===== src/rtl/softmax_pkg.sv =====
// Shared types and default sizing for the softmax datapath.
package softmax_pkg;

  // Defaults shared with the exponent-approximation stage
  localparam int unsigned DEF_BITWIDTH  = 16;
  localparam int unsigned DEF_VEC_LEN   = 8;
  localparam int unsigned DEF_FRAC_BITS = 8;

  // Normalizer control states
  typedef enum logic [1:0] {
    FILL = 2'd0,
    DIV  = 2'd1,
    OUT  = 2'd2
  } state_t;

  // Accumulator width large enough that VEC_LEN full-scale elements never overflow
  function automatic int unsigned sum_width(input int unsigned bitwidth,
                                            input int unsigned vec_len);
    return bitwidth + $clog2(vec_len);
  endfunction

endpackage


===== src/rtl/softmax_divider.sv =====
// Iterative restoring divider: one quotient bit per cycle, MSB first.
// The divisor and dividend are read live every cycle and must stay stable
// from the start pulse until done. A zero divisor yields a zero quotient.
module softmax_divider
  import softmax_pkg::*;
#(
  parameter int unsigned BITWIDTH  = DEF_BITWIDTH,
  parameter int unsigned FRAC_BITS = DEF_FRAC_BITS,
  parameter int unsigned SUM_W     = sum_width(DEF_BITWIDTH, DEF_VEC_LEN)
) (
  input  logic                          clk,
  input  logic                          rst_n,
  input  logic                          start,
  input  logic [BITWIDTH+FRAC_BITS-1:0] dividend,
  input  logic [SUM_W-1:0]              divisor,
  output logic                          done,
  output logic [BITWIDTH-1:0]           quotient
);

  localparam int unsigned DW    = BITWIDTH + FRAC_BITS;
  localparam int unsigned CNT_W = $clog2(DW);
  localparam int unsigned QW    = BITWIDTH - 1;

  logic             active;
  logic [CNT_W-1:0] cnt;
  logic [SUM_W-1:0] rem;
  logic [QW-1:0]    q_work;

  logic [CNT_W-1:0] bit_sel;
  logic [SUM_W:0]   rem_shift;
  logic             q_bit;

  // Trial subtraction for the current dividend bit
  always_comb begin
    bit_sel   = CNT_W'(DW - 1) - cnt;
    rem_shift = {rem, dividend[bit_sel]};
    q_bit     = (rem_shift >= {1'b0, divisor});
  end

  // Iteration state; done marks the cycle whose edge commits the final bit
  always_ff @(posedge clk or negedge rst_n) begin
    if (!rst_n) begin
      active   <= 1'b0;
      cnt      <= '0;
      rem      <= '0;
      q_work   <= '0;
      done     <= 1'b0;
      quotient <= '0;
    end else if (start) begin
      active <= 1'b1;
      cnt    <= '0;
      rem    <= '0;
      q_work <= '0;
      done   <= 1'b0;
    end else if (active) begin
      rem    <= q_bit ? SUM_W'(rem_shift - {1'b0, divisor}) : rem_shift[SUM_W-1:0];
      q_work <= QW'({q_work, q_bit});
      cnt    <= cnt + CNT_W'(1);
      done   <= (cnt == CNT_W'(DW - 2));
      if (done) begin
        active   <= 1'b0;
        cnt      <= '0;
        rem      <= '0;
        quotient <= (divisor == '0) ? '0 : {q_work, q_bit};
      end
    end
  end

endmodule


===== src/rtl/softmax_normalizer.sv =====
// Softmax normalization stage: buffers a vector of e^p values, accumulates
// their sum, then streams out each element divided by the sum as an
// unsigned Q(BITWIDTH-FRAC_BITS).FRAC_BITS probability.
module softmax_normalizer
  import softmax_pkg::*;
#(
  parameter int unsigned BITWIDTH  = DEF_BITWIDTH,
  parameter int unsigned VEC_LEN   = DEF_VEC_LEN,
  parameter int unsigned FRAC_BITS = DEF_FRAC_BITS
) (
  input  logic                clk,
  input  logic                rst_n,
  input  logic                in_valid,
  output logic                in_ready,
  input  logic [BITWIDTH-1:0] in_data,
  output logic                out_valid,
  input  logic                out_ready,
  output logic [BITWIDTH-1:0] out_data,
  output logic                out_last,
  output logic                busy
);

  localparam int unsigned SUM_W = sum_width(BITWIDTH, VEC_LEN);
  localparam int unsigned DW    = BITWIDTH + FRAC_BITS;
  localparam int unsigned CNT_W = $clog2(VEC_LEN);

  state_t              state;
  logic [CNT_W-1:0]    cnt;
  logic [CNT_W-1:0]    idx;
  logic [SUM_W-1:0]    sum;
  logic [BITWIDTH-1:0] elem_buf [VEC_LEN];

  logic          in_fire_c;
  logic          out_fire_c;
  logic          last_in_c;
  logic          last_out_c;
  logic          div_start_c;
  logic [DW-1:0] dividend_c;
  logic          div_done;

  // Handshake qualifiers and divider launch; in_ready is high exactly in FILL
  always_comb begin
    in_fire_c   = in_valid && in_ready;
    out_fire_c  = out_valid && out_ready;
    last_in_c   = (cnt == CNT_W'(VEC_LEN - 1));
    last_out_c  = (idx == CNT_W'(VEC_LEN - 1));
    div_start_c = ((state == FILL) && in_fire_c && last_in_c) ||
                  ((state == OUT) && out_fire_c && !last_out_c);
    dividend_c  = DW'(elem_buf[idx]) << FRAC_BITS;
  end

  softmax_divider #(
    .BITWIDTH  (BITWIDTH),
    .FRAC_BITS (FRAC_BITS),
    .SUM_W     (SUM_W)
  ) u_divider (
    .clk      (clk),
    .rst_n    (rst_n),
    .start    (div_start_c),
    .dividend (dividend_c),
    .divisor  (sum),
    .done     (div_done),
    .quotient (out_data)
  );

  // Control FSM, buffer, accumulator and registered handshake outputs
  always_ff @(posedge clk or negedge rst_n) begin
    if (!rst_n) begin
      state     <= FILL;
      cnt       <= '0;
      idx       <= '0;
      sum       <= '0;
      in_ready  <= 1'b1;
      out_valid <= 1'b0;
      out_last  <= 1'b0;
      busy      <= 1'b0;
      for (int i = 0; i < int'(VEC_LEN); i++) begin
        elem_buf[i] <= '0;
      end
    end else begin
      case (state)
        FILL: begin
          if (in_fire_c) begin
            elem_buf[cnt] <= in_data;
            sum           <= sum + SUM_W'(in_data);
            busy          <= 1'b1;
            if (last_in_c) begin
              cnt      <= '0;
              idx      <= '0;
              in_ready <= 1'b0;
              state    <= DIV;
            end else begin
              cnt <= cnt + CNT_W'(1);
            end
          end
        end
        DIV: begin
          if (div_done) begin
            out_valid <= 1'b1;
            out_last  <= last_out_c;
            state     <= OUT;
          end
        end
        OUT: begin
          if (out_fire_c) begin
            out_valid <= 1'b0;
            out_last  <= 1'b0;
            if (last_out_c) begin
              sum      <= '0;
              idx      <= '0;
              in_ready <= 1'b1;
              busy     <= 1'b0;
              state    <= FILL;
            end else begin
              idx   <= idx + CNT_W'(1);
              state <= DIV;
            end
          end
        end
        default: begin
          state <= FILL;
        end
      endcase
    end
  end

endmodule


===== config.mk =====
export PLATFORM = sky130hd
export DESIGN_NAME = softmax_normalizer
export DESIGN_NICKNAME = d
export VERILOG_FILES = /design/src/rtl/softmax_pkg.sv /design/src/rtl/softmax_divider.sv /design/src/rtl/softmax_normalizer.sv
export SDC_FILE = /design/constraint.sdc
export NUM_CORES = 1
export LEC_CHECK = 0
export CAP_MARGIN = 10
export CORE_MARGIN = 3
export CORE_UTILIZATION = 45
export DETAILED_ROUTE_END_ITERATION = 16
export PLACE_DENSITY_LB_ADDON = 0.1
export REMOVE_ABC_BUFFERS = 1
export SLEW_MARGIN = 20
export SYNTH_ARGS = -nofsm -noshare
export SYNTH_HDL_FRONTEND = slang
export SYNTH_HIERARCHICAL = 1
export SYNTH_SLANG_ARGS = --single-unit

===== constraint.sdc =====
create_clock -name clk -period 5.9 [get_ports clk]
set_input_delay 1.77 -clock clk [delete_from_list [all_inputs] [get_ports clk]]
set_output_delay 1.77 -clock clk [all_outputs]
set_load 0.01 [all_outputs]

Word level (Yosys, flattened, before mapping) --
Cells that the tools add are included. Widths: inputs -> output; s select.
Operators by class: add/subtract/negate cells 6, magnitude comparators 5, equality and inequality tests 10, mux-type cells 53, bitwise operators 3, reductions and logical operators 21
Operator list (number):
- $mux 19 | 7
- $bwmux 128 | 1
- $mux 16 | 4
- $bmux 16 s3 | 1
- $demux 16 s3 | 1
- $pmux 19 s2 | 1
- $mux 15 | 2
- $ge 20x19->1 | 1
- $add 19x16->19 | 1
- $logic_not 19->1 | 1
- $sub 19x19->19 | 1
- $mux 1 | 17
- $mux 3 | 5
- $mux 5 | 3
- $reduce_and 4->1 | 3
- $ge 4x4->1 const B | 2
- $mux 2 | 4
- $ne 2x2->1 const B | 4
- $not 3->4 | 2
- $pmux 1 s2 | 4
- $logic_and 1x1->1 | 7
- $add 3x1->3 const B | 2
- $eq 3x3->1 const B | 2
- $lt 5x6->1 const B | 1
- other kinds (18) | 21
Storage, ports and cells: register bits 216, input port bits 20, output and inout port bits 20, logic and storage cells 120

Logic depth before layout (Yosys ltp) --
word-level depth 11, depth in mapped cells 19, gate-level depth less buffers 16

Modules after synthesis --
The synthesis kept the hierarchy.
Modules (own cells, without submodules):
- softmax_normalizer | times used 1, cells an instance 577, area an instance 7983.9 um^2, sequential area each 3980.1 um^2
- softmax_divider | times used 1, cells an instance 382, area an instance 3716.1 um^2, sequential area each 1426.4 um^2

Least setup slack after synthesis --
No wires, ideal clock.
kind register to register, start point register idx[0], end point register u_divider.rem[11], data arrival time 4468 ps, data required time 5774 ps, slack 1306 ps, cell stages (with the launch flop) 20, path buffers 3, cell sequence dfrtp_1 -> clkbuf_1 -> buf_2 -> mux4_2 -> mux2_2 -> mux4_2 -> and2_1 -> a211oi_1 -> a211oi_1 -> a21oi_2 -> ha_1 -> fa_1 -> and2b_1 -> o31ai_1 -> a21oi_2 -> o21ai_1 -> a21o_1 -> buf_6 -> nor2_1 -> a221o_1
On the way: cells in the longest elaborated chain, start to end 11, elaborated cells on any way between the ends 17, classes of those cells add/sub (1); order compare (1); eq/ne (1); mux (9); bitwise (1); reduce/logical (4)
RTL lines:
- start: declaration | RTL line softmax_normalizer.sv:29 | logic [CNT_W-1:0] idx;
- start signal: assignment | RTL line softmax_normalizer.sv:115 | idx <= idx + CNT_W'(1);
- $not 3->4 (implied by the code) * | RTL line softmax_normalizer.sv:49 | dividend_c = DW'(elem_buf[idx]) << FRAC_BITS;
- $bmux 16 s3 * | RTL line softmax_normalizer.sv:49
- $mux 16 (implied by the code) * (2 in series) | RTL line softmax_normalizer.sv:49
- via dividend_c[23] | RTL line softmax_normalizer.sv:38 | logic [DW-1:0] dividend_c;
- $bmux 1 s5 * | RTL line softmax_divider.sv:36 | rem_shift = {rem, dividend[bit_sel]};
- $mux 1 (implied by the code) * | RTL line softmax_divider.sv:36
- $sub 19x19->19 / $ge 20x19->1 (equally long branches) | RTL line softmax_divider.sv:56, softmax_divider.sv:37
- $mux 19 * | RTL line softmax_divider.sv:56 | rem <= q_bit ? SUM_W'(rem_shift - {1'b0, divisor}) : rem_shift[SUM_W-1:0];
- $mux 19 * | RTL line softmax_divider.sv:60 | if (done) begin
- $mux 19 * | RTL line softmax_divider.sv:55 | end else if (active) begin
- $mux 19 * | RTL line softmax_divider.sv:49 | end else if (start) begin
- end signal: assignment | RTL line softmax_divider.sv:56
- end: declaration | RTL line softmax_divider.sv:26 | logic [SUM_W-1:0] rem;
Mark *: on every way through the listed nets, which the timed path passes. The rest lies on a longest branch. The select of a mux whose other input is x is not followed. A chain may end at the register's enable or synchronous reset.

Worst setup path in the final report --
start point register idx[1], end point register u_divider.rem[13]
The elaborated chain is that of the path after synthesis.

==> flow_summary.toml <==
[detailed_routing]
vias = 7735
drtAntennaViolNets = 0
drc = 0
wl_per_cell_um = 20.46
drtIter0Drc = 572
wirelength_mm = 27.61
viasPerCell = 5.734
dr.pass1.iters = 5

[die]
dieHeight_um = 167.2
die_w_um = 167.2
dieArea_um2 = 27970
start_util = 0.4606
core_area_um2 = 25400
io_pins = 40
rows = 58

[clock_tree]
hold_buffers = 0
cts_max_level = 1
cts_max_path_buffers = 3
clkTransAtPathRegs_ns = 0.06
clock_latency_ns = 0.54
cts_buffers = 25
cts-root-buf = "clkbuf_16"
cts_setup_buffers = 0
cts_tree = "yes"
cts_resized = 0
cts_sinks = 216

[logic_synthesis]
ys_dominant_reg_cell = "dfrtp_1"
synth-edff-count = 0
syn_area_per_cell_um2 = 12.20
ys_async_sr_fraction = 1.000
synth.yosys.seq_area_share = 0.4621
postSynthCellCount = 959
ys_warn_count = 6
synth_cell_types = 80
synth-seq-cells = 216
synth.cell_area_um2 = 11700

[worst_setup_path]
critPathRequiredTime_ns = 6.31
start_kind = "flop"
crit_path_cell_trace = "buf_4, mux4_2, mux2_2, mux4_2, mux2i_1, a211oi_1, a21oi_2, ha_1, fa_1, and2b_1, o31ai_1, a21oi_2, o21ai_1, a21oi_2, nor2_1, a221o_1"
cp-end-kind = "flop"
crit_arrival_ns = 5.49
critPathMaxStageDelay_ns = 0.84
crit_path_frequent_cell = "a21oi_2"
cp_slowest_cell = "dfrtp_1"
criticalPathCategory = "reg2reg"
path_max_fanout = 17

[timing]
worst_slew_pin_slew_ns = 1.119
maxSlewViolCount = 0
hold_violations = 0
setup_violations = 0
tns_ns = 0
period_needed_ns = 5.082
maxSlewHeadroom = 0.2513
fmax_mhz = 196.8
worst_clock_skew_ns = 0.01572
min_period_over_period = 0.8613
rsz0062_at_grt = "no"

[placed_design]
hpwl_mm = 18.40
dp.cells = 1304
gp_congestion = 0.8612
post_dp_cell_area_um2 = 12430
io_buffers = 39

[grt]
antenna_found_initial = 0
grt.total_usage = 0.1976
globalRouteMet2Util = 0.3114
grt_max_degree = 117
gr-total-overflow = 0
grt_first_pass_wirelength_mm = 44.64
grt_util_met1 = 0.2974
grt-busiest-layer = "met2"
use_met3 = 0.02432
grt_pass1_vias = 7746

[finish]
final_area_um2 = 13280
area_growth_pct = 13.48
final_cells = 1349
layout_commonest_cell = "dfrtp_1"
nNetsFinal = 1064
antennaDiodeCount = 0
drive_gt1_frac = 0.2512
final_cell_mix = "dfrtp_1 (214), mux2_2 (120), nand2_1 (59)"

[hold_path]
min_path_type = "reg2reg"

[power_and_ir_drop]
ir_drop_mv = 0.2835
power_density_nw_per_um2 = 383.2
leakage_nw = 6.180
finalPower_mw = 5.088

[run]
max-cap-violations = 0

[run_status]
outcome = "completed"
worst max-delay path: cells and delay by family (launching register included):
family                   cells  cell delay [ns]
buffers and inverters        1             0.32
multiplexers                 4             0.66
adder cells (fa/ha/maj)      2             0.63
flip-flops                   1             0.84
AND/OR/NAND/NOR              2             0.54
AO/OA/AOI/OAI                7             1.98
Yosys cell counts (3+ instances only):
master / count / area (µm²)
mux2_1: 15 / 168.9
a211oi_1: 4 / 30.03
a21oi_2: 5 / 43.79
o21ai_0: 38 / 190.2
clkbuf_1: 24 / 90.09
nand4_1: 10 / 62.56
dfrtp_1: 215 / 5380
and2_1: 8 / 50.05
nor4_1: 8 / 50.05
xor2_1: 7 / 61.31
nand4b_1: 4 / 35.03
mux2_2: 120 / 1351
a32o_1: 3 / 30.03
mux4_2: 38 / 855.8
buf_2: 16 / 80.08
inv_1: 28 / 105.1
or3_1: 5 / 31.28
nand3b_1: 3 / 22.52
nand3_1: 10 / 50.05
buf_6: 5 / 56.30
o21ai_1: 10 / 50.05
a21oi_1: 38 / 190.2
mux2_4: 10 / 150.1
xnor2_1: 15 / 131.4
nor3_1: 10 / 50.05
a221o_1: 6 / 60.06
nor2_1: 50 / 187.7
a31o_2: 3 / 26.28
a22o_1: 20 / 175.2
a21o_1: 16 / 120.1
mux2i_1: 35 / 350.3
nor3b_1: 3 / 22.52
ha_1: 41 / 513.0
a31oi_1: 5 / 31.28
buf_1: 3 / 11.26
o21a_1: 7 / 52.55
o211ai_1: 5 / 37.54
o31a_1: 3 / 26.28
nand2_1: 59 / 221.5
metal layers:
layer	part of all wire	up-vias
li1	-	3651
met1	0.49	3924
met2	0.46	126
met3	0.035	34
met4	0.020	0
met5	0	-
report_power, final:
| group | switching, mW | internal (mW) | total, mW |
|---|---|---|---|
| combinational | 0.829 | 0.760 | 1.59 |
| sequential | 0.255 | 1.65 | 1.91 |
| clock | 0.626 | 0.964 | 1.59 |
| total | 1.71 | 3.38 | 5.09 |
per-stage QoR:
step / util / setup WS, ns / hold slack (ns)
after floorplan: - / 0.6508 / 0.4524
after global placement: 0.4894 / 0.8848 / 0.4606
after detailed placement: 0.4894 / 0.8338 / 0.4700
after CTS: 0.5228 / 0.8281 / 0.4836
after global routing: 0.5228 / 0.4310 / 0.4956
final: 0.5228 / 0.8180 / 0.4781
logic make-up after synthesis:
kind of cell	after synthesis	share of synthesized area
mux	218	0.2459
flops	216	0.4621
simple gates	192	0.08609
compound gates	187	0.1097
buf+inv	80	0.03219
fa+ha+maj	43	0.04727
xor+xnor	22	0.01647
other cells	1	0.0003205
area by class of cell:
type	instances	area (µm²)
Inverter	29	108.9
Timing Repair Buffer	59	558.0
Fill cell	2266	12120
Clock inverter	11	147.6
Tap cell	330	412.9
Multi-Input combinational cell	670	5943
Clock buffer	34	699.4
Sequential cell	216	5408
path summary, 6_finish.rpt:
check / startpoint / end / slack [ns] / cells after the start
worst max-delay path: idx[1]$_DFFE_PN0P_ / u_divider/rem[13]$_DFFE_PN0P_ / 0.82 / 16
worst min-delay path: busy$_DFFE_PN0P_ / busy$_DFFE_PN0P_ / 0.48 / 2
worst max register to register: idx[1]$_DFFE_PN0P_ / u_divider/rem[13]$_DFFE_PN0P_ / 0.82 / 16
worst min register to register: busy$_DFFE_PN0P_ / busy$_DFFE_PN0P_ / 0.48 / 2
max in group asynchronous: rst_n / cnt[0]$_DFFE_PN0P_ / 3.52 / 2
min in group asynchronous: rst_n / u_divider/q_work[9]$_DFFE_PN0P_ / 1.32 / 1
flip-flops by register name (all words and copies together) (netlist names):
register,flops
elem_buf,128
sum,19
u_divider/rem,19
u_divider/quotient,16
u_divider/q_work,15
u_divider/cnt,5
cnt,3
idx,3
state,2
busy,1
in_ready,1
out_last,1
out_valid,1
u_divider/active,1
u_divider/done,1
(Power assumes the default switching activity.)
